<file path="config.mk">
export PLATFORM = sky130hd
export DESIGN_NAME = mem_access_ctrl
export DESIGN_NICKNAME = d
export VERILOG_FILES = /design/src/rtl/mem_pkg.sv /design/src/rtl/mem_access_ctrl.sv
export SDC_FILE = /design/constraint.sdc
export NUM_CORES = 1
export LEC_CHECK = 0
export CORE_ASPECT_RATIO = 0.6
export CORE_UTILIZATION = 35
export DETAILED_ROUTE_END_ITERATION = 12
export PLACE_DENSITY = 0.69
export SLEW_MARGIN = 40
export SYNTH_ARGS = -nofsm -noshare
export SYNTH_HDL_FRONTEND = slang
export SYNTH_SLANG_ARGS = --single-unit
</file>
<file path="constraint.sdc">
create_clock -name clk -period 1.5 [get_ports clk]
set_input_delay 0.3 -clock clk [delete_from_list [all_inputs] [get_ports clk]]
set_output_delay 0.3 -clock clk [all_outputs]
set_load 0.01 [all_outputs]
</file>
<file path="src/rtl/mem_pkg.sv">
// rtl/mem_pkg.sv - shared widths and FSM state encoding for mem_access_ctrl
package mem_pkg;

    localparam int ADDR_W_DEF = 5;
    localparam int DATA_W_DEF = 8;
    localparam int CNT_W      = 4;

    typedef enum logic [1:0] {
        IDLE   = 2'd0,
        SETUP  = 2'd1,
        STROBE = 2'd2,
        RESP   = 2'd3
    } state_t;

endpackage

</file>
<file path="src/rtl/mem_access_ctrl.sv">
// rtl/mem_access_ctrl.sv - single-request data-memory access sequencer
module mem_access_ctrl
    import mem_pkg::*;
#(
    parameter int ADDR_W        = ADDR_W_DEF,
    parameter int DATA_W        = DATA_W_DEF,
    parameter int STROBE_CYCLES = 1
) (
    input  logic                     clk,
    input  logic                     rst,
    input  logic                     req_valid,
    output logic                     req_ready,
    input  logic                     req_write,
    input  logic [ADDR_W-1:0]        req_addr,
    input  logic signed [DATA_W-1:0] req_wdata,
    output logic                     rsp_valid,
    output logic signed [DATA_W-1:0] rsp_rdata,
    output logic                     busy,
    output logic [ADDR_W-1:0]        address,
    output logic signed [DATA_W-1:0] writeData,
    output logic                     memRead,
    output logic                     memWrite,
    input  logic signed [DATA_W-1:0] readData
);

    localparam int               STROBE_EFF = (STROBE_CYCLES < 1) ? 1 : STROBE_CYCLES;
    localparam logic [CNT_W-1:0] CNT_LAST   = CNT_W'(STROBE_EFF - 1);

    state_t                   state_q, state_d;
    logic [CNT_W-1:0]         cnt_q, cnt_d;
    logic                     write_q, write_d;
    logic [ADDR_W-1:0]        address_q, address_d;
    logic signed [DATA_W-1:0] wdata_q, wdata_d;
    logic signed [DATA_W-1:0] rdata_q, rdata_d;
    logic                     rd_q, rd_d;
    logic                     wr_q, wr_d;
    logic                     rsp_valid_q, rsp_valid_d;

    // Strobes and rsp_valid are computed for the state being entered so they
    // come straight out of flops aligned with that state.
    always_comb begin
        state_d     = state_q;
        cnt_d       = cnt_q;
        write_d     = write_q;
        address_d   = address_q;
        wdata_d     = wdata_q;
        rdata_d     = rdata_q;
        rd_d        = 1'b0;
        wr_d        = 1'b0;
        rsp_valid_d = 1'b0;
        case (state_q)
            IDLE: begin
                if (req_valid) begin
                    state_d   = SETUP;
                    write_d   = req_write;
                    address_d = req_addr;
                    wdata_d   = req_wdata;
                end
            end
            SETUP: begin
                state_d = STROBE;
                cnt_d   = CNT_LAST;
                rd_d    = ~write_q;
                wr_d    = write_q;
            end
            STROBE: begin
                if (cnt_q == '0) begin
                    state_d     = RESP;
                    rsp_valid_d = 1'b1;
                    if (!write_q) begin
                        rdata_d = readData;
                    end
                end else begin
                    cnt_d = cnt_q - CNT_W'(1);
                    rd_d  = ~write_q;
                    wr_d  = write_q;
                end
            end
            RESP: begin
                state_d = IDLE;
            end
            default: begin
                state_d = IDLE;
            end
        endcase
    end

    always_ff @(posedge clk) begin
        if (rst) begin
            state_q     <= IDLE;
            cnt_q       <= '0;
            write_q     <= 1'b0;
            address_q   <= '0;
            wdata_q     <= '0;
            rdata_q     <= '0;
            rd_q        <= 1'b0;
            wr_q        <= 1'b0;
            rsp_valid_q <= 1'b0;
        end else begin
            state_q     <= state_d;
            cnt_q       <= cnt_d;
            write_q     <= write_d;
            address_q   <= address_d;
            wdata_q     <= wdata_d;
            rdata_q     <= rdata_d;
            rd_q        <= rd_d;
            wr_q        <= wr_d;
            rsp_valid_q <= rsp_valid_d;
        end
    end

    assign req_ready = (state_q == IDLE);
    assign busy      = (state_q != IDLE);
    assign rsp_valid = rsp_valid_q;
    assign rsp_rdata = rdata_q;
    assign address   = address_q;
    assign writeData = wdata_q;
    assign memRead   = rd_q;
    assign memWrite  = wr_q;

endmodule

</file>
==> results of run 1 <==
[worst max path at each step]
stage          startpoint           end  depth (start not counted)
2_1_floorplan  state_q[1]      cnt_q[2]                          5
6_report         cnt_q[0]  rsp_rdata[7]                          6
4_1_cts          cnt_q[0]  rsp_rdata[7]                          6
3_5_place_dp   state_q[0]      cnt_q[2]                          5
3_3_place_gp   state_q[0]      cnt_q[2]                          5
5_1_grt          cnt_q[0]  rsp_rdata[7]                          6
[worst max-delay path: cells and delay by family (launching register included)]
kind / cells / cell delay [ns]
buffers and inverters: 2 / 0.23
muxes: 1 / 0.22
and+or+nand+nor: 2 / 0.56
DFF: 1 / 0.32
adders and majority gates: 1 / 0.14
[registers in the layout, summed over array words and instances, names as in the netlist]
signal	cells
state_q	2
rsp_rdata	8
cnt_q	4
address	5
memWrite	1
write_q	1
writeData	8
memRead	1
rsp_valid	1
[per-layer routing]
layer | vias up | part of all wire [%]
met5 | - | 0
met4 | 0 | 0.37
met3 | 2 | 6.6
met2 | 34 | 48
met1 | 564 | 45
li1 | 630 | -
[cell usage after synthesis (all sizes together)]
library cell	instances	area, um^2
dfxtp	31	621
o21ai	5	25.0
clkbuf	6	22.5
a21oi	19	95.1
inv	7	26.3
a221oi	1	8.76
and4bb	1	12.5
o31a	1	10.0
or3b	1	11.3
nor2	1	3.75
nand2	30	113
or4b	1	10.0
ha	6	75.1
or3	3	18.8
nor3	3	26.3
and2	1	6.26
nor3b	2	15.0
nor2b	1	6.26
or4	1	7.51
mux2i	9	90.1
nand2b	19	119
[cell type report]
class	count	share of cell area [%]
clock buffers	6	3.74
clock inverters	1	0.227
inverters	7	1.19
multi-input cells	105	32.2
flip-flops and latches	31	28.3
well taps	45	2.55
repair buffers	69	31.8
[cells in the final DEF, fill, tap and decap left out, types with 2 or more instances in the layout]
cell | Yosys | final
nand2_1 | 30 | 29
a21oi_2 | 0 | 3
mux2i_1 | 9 | 8
dfxtp_1 | 31 | 27
inv_2 | 0 | 4
dlygate4sd2_1 | 0 | 2
or3_1 | 3 | 3
o21ai_0 | 5 | 4
clkdlybuf4s50_1 | 0 | 35
nand2b_1 | 19 | 19
inv_1 | 7 | 3
buf_4 | 0 | 16
ha_4 | 0 | 2
clkbuf_8 | 0 | 6
a21oi_1 | 19 | 16
nor3_1 | 2 | 2
ha_1 | 6 | 3
buf_12 | 0 | 2
dlymetal6s2s_1 | 0 | 13
dfxtp_2 | 0 | 4
[power by group through the flow]
stage | Combinational [mW] | Sequential (mW) | Clock [mW]
3_3_place_gp | 1.34 | 1.06 | 0
6_report | 1.45 | 1.07 | 0.651
3_5_place_dp | 1.37 | 1.08 | 0
4_1_cts | 1.39 | 1.07 | 0.670
2_1_floorplan | 0.556 | 1.12 | 0
5_1_grt | 1.58 | 1.09 | 0.720
[repair_timing]
action,in CTS,in global routing
gates resized for setup,10,21
setup buffers,1,2
hold buffers,0,0
setup endpoints to repair,13,26
pin swaps,3,1
[logic make-up (layout without fill, tap and decap cells)]
family | after synthesis | after routing | share of synthesized area (%)
mux | 9 | 9 | 6.81
flops | 31 | 31 | 46.9
compound gates | 26 | 26 | 10.5
simple gates | 64 | 64 | 26.4
buf+inv | 13 | 83 | 3.69
fa+ha+maj | 6 | 6 | 5.68
[metrics by stage]
step / instance area (um^2) / total power, mW
2_1_floorplan: 1340 / 1.68
3_5_place_dp: 2020 / 2.45
4_1_cts: 2140 / 3.13
5_1_grt: 2210 / 3.38
3_3_place_gp: 2020 / 2.41
6_report: 2210 / 3.17
==> results_dict.tcl, run 1 <==
set metrics [dict create \
    clk_path_buf_depth 2 \
    violations "negative setup slack" \
    met1_usage_pct 21.9 \
    tightestPinTransition_ns 0.263 \
    numClockSinks 31 \
    post-route-min-period_ns 1.56 \
    first_pass_iters 4 \
    hold_depth 2 \
    final_nets 250 \
    cts.clk_slew.worst_paths_ns 0.07 \
    period_share_pct 104 \
    grt_pass1_vias 1213 \
    grt_pass1_wl_um 5420 \
    worstReg2RegStart "cnt_q[0]" \
    via_per_inst 4.66 \
    hold_viol 0 \
    cpPeakStageDelay_ns 0.40 \
    crit_fanout 8 \
    setup_tns_ns -0.0871 \
    die_h_um 49.6 \
    switchingPower_mw 1.05 \
    grt_util_all_layers_pct 18.1 \
    hold_end "writeData[1]" \
    cts_root_buf "clkbuf_8" \
    drive_above_1_share_pct 22.4 \
    seq_area_frac_synth_pct 46.9 \
    power_frac_clock_pct 20.6 \
    reg2reg_depth 6 \
    multi_input_comb_area_um2 711 \
    hold_ws_ns 0.460 \
    crit_arrival_ns 1.76 \
    grt_overflow 0 \
    place_ws_ns -0.109 \
    slew_headroom_pct 82.5 \
    synthCells 149 \
    avgRoutedWirePerCell_um 13.3 \
    worst_setup_path_end_kind "flip-flop" \
    dp_hpwl_um 2520 \
    p_leak_nw 1.04 \
    syn_to_final_growth_pct 67.0 \
    cts_tree "built" \
    grt_max_degree 18 \
    start_kind "flip-flop" \
    routed_wl_um 3510 \
    rows 16 \
    utilization_pct 64.5 \
    finalClockSkew_ns 0.00779 \
    port_buffers 50 \
    dpl.cell_count 254 \
    synth_area_um2 1320 \
    ys_ff_latch 31 \
    met3_usage_pct 8.33 \
    setup_ws_ns -0.0592 \
    worstReg2RegEnd "rsp_rdata[7]" \
    area.sequential_um2 626 \
    via_count 1230 \
    core-area_um2 3420 \
    use_met2_pct 28.7 \
    antenna_found_initial 0 \
    crit_required_ns 1.70 \
    num_io_pins 51 \
    gp_congestion 0.746 \
    clock_latency_ns 0.28 \
    diodes 0 \
    start_util_pct 38.6 \
    vdd_ir_drop_max_mv 0.827 \
    fmax_mhz 641 \
    hold_path_class "flip-flop to flip-flop" \
    drv_cap 0 \
    die_x_um 81.4 \
    switching_share_pct 33.1 \
    slowest_stage "or3b_4" \
    cts_buffers 5 \
    drt-initial-drc-count 46 \
    rsz0062_at_grt "true" \
    syn_avg_cell_area_um2 8.88 \
    p_int_mw 2.12 \
    pwr-share-comb_pct 45.7 \
    fillers 260 \
    crit_chain "inv_2 -> ha_4 -> or3b_4 -> nor3_4 -> buf_12 -> mux2i_2" \
    slew_violations 0 \
    ys_warn_count 0 \
    top_usage_layer "met2" \
    stdcell_count 264 \
    die-area_um2 4040 \
    h-tree-depth 2 \
    power_density_nw_per_um2 1430 \
    p_seq_share_pct 33.7 \
    postRouteAntennaNets 0 \
    setup_viol 4 \
    ys_types 22 \
    status "finished, violations left" \
    drc 0 \
    hold_start "writeData[1]" \
    path_class "flip-flop to flip-flop" \
    rrSetupSlack_ns -0.06 \
    synth_nets 180 \
]
Note: power is estimated with default switching activity, not from simulation.
==> run 2: changes to the inputs <==
--- a/config.mk
+++ b/config.mk
@@ -8,7 +8,8 @@
 export CORE_ASPECT_RATIO = 0.6
 export CORE_UTILIZATION = 35
 export DETAILED_ROUTE_END_ITERATION = 12
-export PLACE_DENSITY = 0.69
+export PLACE_DENSITY = 0.71
+export SKIP_LAST_GASP = 1
 export SLEW_MARGIN = 40
 export SYNTH_ARGS = -nofsm -noshare
 export SYNTH_HDL_FRONTEND = slang
==> run 2 against run 1 <==
Against the previous run: the run still ends with negative setup slack left; sequential share of layout area up 0.95 points; global-route usage down 0.064 points; combinational power about the same; sequential power about the same; worst hold slack worse by 0.00064 ns; sequential cell count unchanged.
==> results_dict.tcl, run 2 (synthesis results as in run 1) <==
set metrics [dict create \
    finalClockSkew_ns 0.00646 \
    drc 0 \
    clk_path_buf_depth 2 \
    diodes 0 \
    start_util_pct 38.6 \
    period_share_pct 103 \
    mostFrequentLayoutCells "clkdlybuf4s50_1 (46), nand2_1 (28), dfxtp_1 (27)" \
    worst_setup_path_end_kind "flip-flop" \
    pwr-share-comb_pct 46.2 \
    drive_above_1_share_pct 20.3 \
    first_pass_iters 4 \
    drt-initial-drc-count 61 \
    crit_required_ns 1.70 \
    grt_util_all_layers_pct 18.0 \
    clock_latency_ns 0.27 \
    rows 16 \
    die-area_um2 4040 \
    die_h_um 49.6 \
    setup_ws_ns -0.0439 \
    cts_tree "built" \
    p_int_mw 2.05 \
    violations "negative setup slack" \
    switching_share_pct 33.7 \
    routed_wl_um 3460 \
    final_nets 247 \
    rsz0062_at_grt "true" \
    fmax_mhz 648 \
    wl_met1_um 1490 \
    grt_overflow 0 \
    via_count 1256 \
    p_leak_nw 0.829 \
    final_common_cell "clkdlybuf4s50_1" \
    path_class "flip-flop to flip-flop" \
    core-area_um2 3420 \
    grt_pass1_vias 1203 \
    cts.clk_slew.worst_paths_ns 0.06 \
    dp_hpwl_um 2510 \
    syn_to_final_growth_pct 61.6 \
    numClockSinks 31 \
    p_seq_share_pct 34.5 \
    crit_arrival_ns 1.74 \
    status "finished, violations left" \
    utilization_pct 62.4 \
    vdd_ir_drop_max_mv 0.611 \
    num_io_pins 51 \
    wl_met3_um 263 \
    power_density_nw_per_um2 1450 \
    postRouteAntennaNets 0 \
    power_frac_clock_pct 19.2 \
    port_buffers 50 \
    grt_max_degree 29 \
    cts_buffers 5 \
    start_kind "flip-flop" \
    antenna_found_initial 0 \
    wl_met2_um 1650 \
    drv_cap 0 \
    die_x_um 81.4 \
    via_per_inst 4.79 \
    gp_congestion 0.794 \
    slew_violations 0 \
    setup_viol 8 \
    tightestPinTransition_ns 0.316 \
    crit_fanout 8 \
    avgRoutedWirePerCell_um 13.2 \
    cts_root_buf "clkbuf_8" \
    slew_headroom_pct 78.8 \
    hold_viol 0 \
    p_total_mw 3.10 \
    h-tree-depth 2 \
    top_layer "met4" \
    grt_pass1_wl_um 5440 \
    post-route-min-period_ns 1.54 \
    switchingPower_mw 1.04 \
    hold_path_class "flip-flop to flip-flop" \
]
[run 2: worst max-delay path, stage by stage (launching register included)]
cell     delay (ns)
dfxtp_2        0.33
inv_2          0.08
ha_4           0.15
or3b_4         0.39
nor3_4         0.18
buf_12         0.16
mux2i_1        0.18
[run 2: cell type report]
class | count | area, um^2
Clock buffer | 7 | 76.3
Clock inverter | 1 | 5.00
Fill cell | 272 | 1290
Inverter | 7 | 26.3
Multi-Input combinational cell | 105 | 712
Sequential cell | 31 | 626
Tap cell | 45 | 56.3
Timing Repair Buffer | 66 | 636
[run 2: per-stage QoR]
step           instances  hold WS [ns]  instance area, um^2  worst slack, ns  TNS (ns)
6_report             262         0.459                 2140          -0.0439    -0.242
5_1_grt              262         0.478                 2140           -0.113    -0.864
4_1_cts              261         0.458                 2090          -0.0368    -0.235
3_5_place_dp         251         0.449                 1980           -0.119    -0.558
3_3_place_gp         251         0.442                 1980          -0.0470   -0.0593
2_1_floorplan        149         0.436                 1340          -0.0579    -0.306
[run 2: power groups by stage]
stage               registers [mW]  logic (mW)  clock network (mW)
global placement              1.07        1.27                   0
floorplan                     1.12       0.556                   0
global route                  1.08        1.56               0.656
CTS                           1.07        1.33               0.615
finish                        1.07        1.43               0.596
detailed placement            1.07        1.30                   0
[run 2: worst paths after layout]
check	from	to	slack (ns)	cells past startpoint
setup / recovery	cnt_q[0]	rsp_rdata[1]	-0.04	6
hold / removal	address[3]	address[3]	0.46	2
setup reg to reg	cnt_q[0]	rsp_rdata[1]	-0.04	6
hold reg to reg	address[3]	address[3]	0.46	2
[run 2: routing by layer]
layer / vias up / global-route usage, %
met5: - / 0
met4: 0 / 4.76
met3: 6 / 7.59
met2: 43 / 30.7
met1: 580 / 20.5
li1: 627 / -
[run 2: what timing repair did]
item	in CTS	in global routing
setup endpoints to repair	16	24
pin swaps	5	3
resized for setup	8	12
setup buffers	2	2
hold buffers	0	0
